### src/rtl/instr_encoder.sv
// Packs decoded RV32 fields into I-type or S-type instruction words behind a small output FIFO.
// Define IMM_RANGE_CHECK_EN to reject immediates outside -2048..2047 (err pulse + err_cnt).
module instr_encoder #(
    parameter int unsigned DEPTH = 2,
    parameter int unsigned CNT_W = 16
) (
    input  logic             clk,
    input  logic             rst,
    input  logic             in_valid,
    output logic             in_ready,
    input  logic             immsrc,
    input  logic [6:0]       opcode,
    input  logic [2:0]       funct3,
    input  logic [4:0]       rd,
    input  logic [4:0]       rs1,
    input  logic [4:0]       rs2,
    input  logic [31:0]      imm,
    output logic             out_valid,
    input  logic             out_ready,
    output logic [31:0]      instr,
    output logic             err,
    output logic [CNT_W-1:0] enc_cnt,
    output logic [CNT_W-1:0] err_cnt
);

    localparam int unsigned PTR_W = $clog2(DEPTH);
    localparam logic [PTR_W:0]   DEPTH_C = (PTR_W + 1)'(DEPTH);
    localparam logic [PTR_W:0]   CNT_ONE = (PTR_W + 1)'(1);
    localparam logic [PTR_W-1:0] PTR_ONE = PTR_W'(1);
    localparam logic [CNT_W-1:0] CTR_ONE = CNT_W'(1);

    generate
        if (DEPTH < 2 || (DEPTH & (DEPTH - 1)) != 0) begin : g_bad_depth
            $error("instr_encoder: DEPTH must be a power of 2 and >= 2");
        end
    endgenerate

    logic [31:0]      mem [DEPTH];
    logic [PTR_W-1:0] wr_ptr;
    logic [PTR_W-1:0] rd_ptr;
    logic [PTR_W:0]   count;
    logic [31:0]      word;
    logic             legal;
    logic             accept;
    logic             push;
    logic             pop;

    always_comb begin
        word = '0;
        if (immsrc) begin
            word = {imm[11:5], rs2, rs1, funct3, imm[4:0], opcode};
        end else begin
            word = {imm[11:0], rs1, funct3, rd, opcode};
        end
    end

`ifdef IMM_RANGE_CHECK_EN
    // Legal 12-bit signed range means bits 31..11 are a pure sign extension.
    assign legal = (imm[31:11] == '0) || (imm[31:11] == '1);
`else
    logic unused_imm_hi;
    assign unused_imm_hi = ^imm[31:12];
    assign legal = 1'b1;
`endif

    // in_ready depends only on rst and occupancy, so a pop cannot free a slot in the same cycle.
    assign in_ready  = !rst && (count < DEPTH_C);
    assign out_valid = (count != '0);
    assign instr     = out_valid ? mem[rd_ptr] : '0;

    assign accept = in_valid && in_ready;
    assign push   = accept && legal;
    assign pop    = out_valid && out_ready;

    always_ff @(posedge clk) begin
        if (rst) begin
            wr_ptr <= '0;
            rd_ptr <= '0;
            count  <= '0;
        end else begin
            if (push) begin
                wr_ptr <= wr_ptr + PTR_ONE;
            end
            if (pop) begin
                rd_ptr <= rd_ptr + PTR_ONE;
            end
            unique case ({push, pop})
                2'b10:   count <= count + CNT_ONE;
                2'b01:   count <= count - CNT_ONE;
                default: count <= count;
            endcase
        end
    end

    always_ff @(posedge clk) begin
        if (push && !rst) begin
            mem[wr_ptr] <= word;
        end
    end

    always_ff @(posedge clk) begin
        if (rst) begin
            enc_cnt <= '0;
        end else if (push) begin
            enc_cnt <= enc_cnt + CTR_ONE;
        end
    end

`ifdef IMM_RANGE_CHECK_EN
    always_ff @(posedge clk) begin
        if (rst) begin
            err     <= 1'b0;
            err_cnt <= '0;
        end else begin
            err <= accept && !legal;
            if (accept && !legal) begin
                err_cnt <= err_cnt + CTR_ONE;
            end
        end
    end
`else
    assign err     = 1'b0;
    assign err_cnt = '0;
`endif

endmodule

### config.mk
export PLATFORM = sky130hd
export DESIGN_NAME = instr_encoder
export DESIGN_NICKNAME = d
export VERILOG_FILES = /design/src/rtl/instr_encoder.sv
export SDC_FILE = /design/constraint.sdc
export NUM_CORES = 1
export LEC_CHECK = 0
export ABC_AREA = 1
export CAP_MARGIN = 25
export CORE_MARGIN = 5
export CORE_UTILIZATION = 40
export CTS_CLUSTER_DIAMETER = 40
export DETAILED_ROUTE_END_ITERATION = 10
export PLACE_DENSITY = 0.81
export SYNTH_ARGS = -nofsm -noshare
export SYNTH_HDL_FRONTEND = slang
export SYNTH_SLANG_ARGS = --single-unit
### constraint.sdc
create_clock -name clk -period 3.6 [get_ports clk]
set_input_delay 0.72 -clock clk [delete_from_list [all_inputs] [get_ports clk]]
set_output_delay 0.72 -clock clk [all_outputs]
set_load 0.1 [all_outputs]
# == Word level (Yosys, flattened, before mapping) ==
# Memories as Yosys holds them, arrays and structs flattened. A register that Yosys moved wholly into a read port is not among the register bits.
# Index checks and enable logic that the tools add are counted.
# W data, S select, Z words.
# op_classes
addsub,5
n_mul,0
div_mod_pow,0
order_cmp,1
eq_ne,2
shift,0
n_mux,7
bitwise,0
n_reduce_logical,7
# op_table
op,count
$mux W32,1
$mux W25,1
$add A16 B1 Y16 const B,1
$logic_and A1 B1 Y1,4
$mux W1,4
$pmux W2 S2,1
$reduce_bool A2 Y1,2
$add A1 B1 Y1 const B,2
$add A2 B1 Y2 const B,1
$eq A2 B1 Y1 const B,1
$eq A2 B2 Y1 const B,1
$lt A2 B2 Y1 const B,1
$sub A2 B1 Y2 const B,1
$logic_not A1 Y1,1
# totals
regBits,20
latchBits,0
ram_bits,64
mem_bits_ro,0
input_bits,62
out_inout_bits,67
wordCells,27
mem_count,1
# memory_table
memory,words,word_bits,read_ports,rd_clocked_by_memory_dff,write_ports,line,rtl
mem,2,32,1,1,1,38,logic [31:0] mem [DEPTH];

# == Logic depth before layout (Yosys ltp) ==
# depth
depth_word,6
depth_mapped,9
mapped_depth_nobuf,9

# == Worst setup path before layout ==
# Ideal clock, no wire load.
# synth_path
kind,input port to flip-flop
from,input port rst
to,memory mem[1][0] (enable)
setup_time_ns,0.423
t_arrival_ns,2.842
required_time_ns,3.177
setup_slack_ns,0.335
stages,3
n_path_buf,0
cell_sequence,nor2_4 -> nand2_4 -> nor2_1
# synth_between
elab_chain_len,6
# synth_rtl
element,line,rtl
from (decl),8,"input logic rst,"
$logic_not A1 Y1 (*),"67, 96",
$logic_and A1 B1 Y1,67,assign in_ready = !rst && (count < DEPTH_C);
$logic_and A1 B1 Y1,71,assign accept = in_valid && in_ready;
$logic_and A1 B1 Y1 (*),96,if (push && !rst) begin
$mux W1 (*),96,
$mux W1 (not written as such) (*),97,mem[wr_ptr] <= word;
to (decl),38,
# Every way passes the cells marked *; elsewhere a longest branch is shown, timed or not.

# == Final worst setup path ==
# layout_path
from,register enc_cnt[13]
to,output port enc_cnt[13]
# layout_lines
element,line,rtl
from (decl),22,"output logic [CNT_W-1:0] enc_cnt,"
from (signal assigned),105,enc_cnt <= enc_cnt + CTR_ONE;
# No word-level cell between the ends.

==> flow_summary.toml <==
[critical_path]
reg2reg_to = "count[1]$_SDFFE_PP0P_"
crit_arrival_ns = 1.94
max_stage_delay_ns = 1.17
worstSetupPathDepth = 1
critPathRequiredTime_ns = 2.88
path_max_fanout = 5
crit_type = "reg -> out"
path_cells = "clkdlybuf4s50_1"
crit_start = "enc_cnt[13]$_SDFFE_PP0P_"
crit_buf_inv = 1
cp_slowest_cell = "clkdlybuf4s50_1"
end_kind = "output pin"
r2r_start = "count[1]$_SDFFE_PP0P_"
rr_worst_depth = 10
rrSetupSlack_ns = 1.34
crit_path_end = "enc_cnt[13]"
cp_top_family = "buffers and inverters"
cp-start-kind = "flop"

[power]
leakagePower_nw = 1.93
powerDensity_nw_per_um2 = 807
ir_drop_mv = 0.536
fin_total_pwr_mw = 4.15

[die]
io_pins = 129
die_w_um = 105
dieHeight_um = 105
initial_core_util_pct = 41.3
core-area_um2 = 8810
die_area_um2 = 11100
rows = 34

[sta]
period_needed_ns = 2.66
whs_ns = 0.460
fmax_ghz = 0.376
setup_viol = 0
grt_setup_unrepaired = "no"
finalMaxSlewViolations = 0
fin_setup_tns_ns = 0
fin_crit_sh_pct = 73.8
max-slew-margin-rel_pct = 34.3
worst_pin_slew_ns = 0.982
hold_violations = 0
setup_slack_ns = 0.943
skew_ns = 0.0155

[logic_synthesis]
synth_area_per_cell_um2 = 9.93
async_reset_ff_share_pct = 0
synthFlopType = "edfxtp_1"
ys_warn_count = 0
synth_area_um2 = 3630
ys_seq_elements = 85
yosysSeqAreaShare_pct = 64.4
synth_cell_type_count = 25
syn_inst = 366
synth-edff-count = 64

[status]
outcome = "complete, no violations"

[layout]
fin_util_pct = 58.4
nets = 523
diodes = 0
layout-drive-gt1-share_pct = 14.2
fin_area_um2 = 5140
multi_input_area_um2 = 1090
regArea_um2 = 2340
fillers = 710
layout.cells.non_filler = 572
final_common_cell = "nand2_1"
layout_common_cells = "nand2_1 (105), edfxtp_1 (64), clkdlybuf4s50_1 (57)"
area_delta_synth_final_pct = 41.4

[clock_tree]
clock_sinks = 85
cts_tree = "done"
insertion_delay_ns = 0.34
cts-resized-gates = 0
clk_path_buf_depth = 2
h-tree-depth = 3
cts_inserted_buffers = 9
cts.clk_slew.worst_paths_ns = 0.09
cts_setup_buffers = 0
hold_buffers = 0
cts_root_buf = "clkbuf_8"

[routing]
routed_wl_mm = 8.44
vias = 2767
dr.first_iter.drc_count = 73
ant_nets = 0
remaining_drc_errors = 0
dr.pass1.iters = 4
wl_per_cell_um = 14.7
vias_per_cell = 4.84

[global_route]
grt.total_usage_pct = 15.4
grt_pass1_wl_mm = 13.6
grt_max_degree = 33
grt_pass1_vias = 2807
antenna_found_initial = 0
overflow = 0

[job]
drv_cap = 0

[placed_design]
dp_hpwl_mm = 6.22
dp_cells = 556
gp_congestion = 0.807
preCtsSetupSlack_ns = 0.918
portBuffers = 91
placed_cell_area_um2 = 4940

[worst_hold_path]
hold_path.class = "reg -> reg"
## state kept, by name (all words and copies together), names as in the netlist, named ones only
| signal | cells |
|---|---|
| wr_ptr | 1 |
| mem | 64 |
| rd_ptr | 1 |
| enc_cnt | 16 |
| count | 2 |
## cell families (layout without fill, tap and decap cells)
logic type      count (synthesis)  after routing  synth area share, %
compound gates                 57             57                 7.88
simple gates                  163            163                 18.8
xor+xnor                        2              2                0.482
buf+inv                        56            138                 7.61
other cells                     1             17                0.103
fa+ha+maj                       2              2                0.688
flops                          85             85                 64.4
## report_power, final
part,switching (mW),internal (mW),total [mW]
combinational,1.65,0.680,2.33
clock,0.338,0.322,0.660
sequential,0.0317,1.13,1.16
total,2.02,2.13,4.15
## Yosys cell counts (2+ instances only)
cell type | count | area, um2
o21ai_0 | 11 | 55.1
nor2_1 | 37 | 139
clkbuf_1 | 10 | 37.5
nor2_2 | 2 | 12.5
nor2_4 | 3 | 33.8
nand3_1 | 6 | 30.0
nand3_2 | 2 | 20.0
nor3_1 | 2 | 10.0
nand2_1 | 105 | 394
inv_1 | 25 | 93.8
buf_4 | 17 | 128
xor2_1 | 2 | 17.5
buf_2 | 2 | 10.0
ha_1 | 2 | 25.0
edfxtp_1 | 64 | 1920
dfxtp_1 | 21 | 420
a21oi_1 | 44 | 220
nand4_1 | 4 | 25.0
## routing by layer
layer	track usage, %	vias to the layer above	part of all wire, %
met2	28.4	85	52
met5	0	-	0
met3	3.85	7	6.0
li1	-	1365	-
met4	4.50	0	0.70
met1	17.6	1310	41
## how the worst min path moves through the flow
stage	startpoint	end	cells past startpoint
6_report	rd_ptr$_SDFFE_PP0P_	rd_ptr$_SDFFE_PP0P_	1
5_1_grt	rd_ptr$_SDFFE_PP0P_	flop	1
4_1_cts	rd_ptr$_SDFFE_PP0P_	rd_ptr$_SDFFE_PP0P_	1
3_5_place_dp	rd_ptr$_SDFFE_PP0P_	rd_ptr$_SDFFE_PP0P_	1
3_3_place_gp	rd_ptr$_SDFFE_PP0P_	rd_ptr$_SDFFE_PP0P_	1
2_1_floorplan	rd_ptr$_SDFFE_PP0P_	flop	1
## layout make-up
class	count	area share, %
Clock buffer	9	2.41
Tap cell	108	2.63
Multi-Input combinational cell	241	21.2
Sequential cell	85	45.6
Timing Repair Buffer	96	24.8
Clock inverter	7	1.41
Inverter	26	1.90
Note: power is estimated with default switching activity, not from simulation.
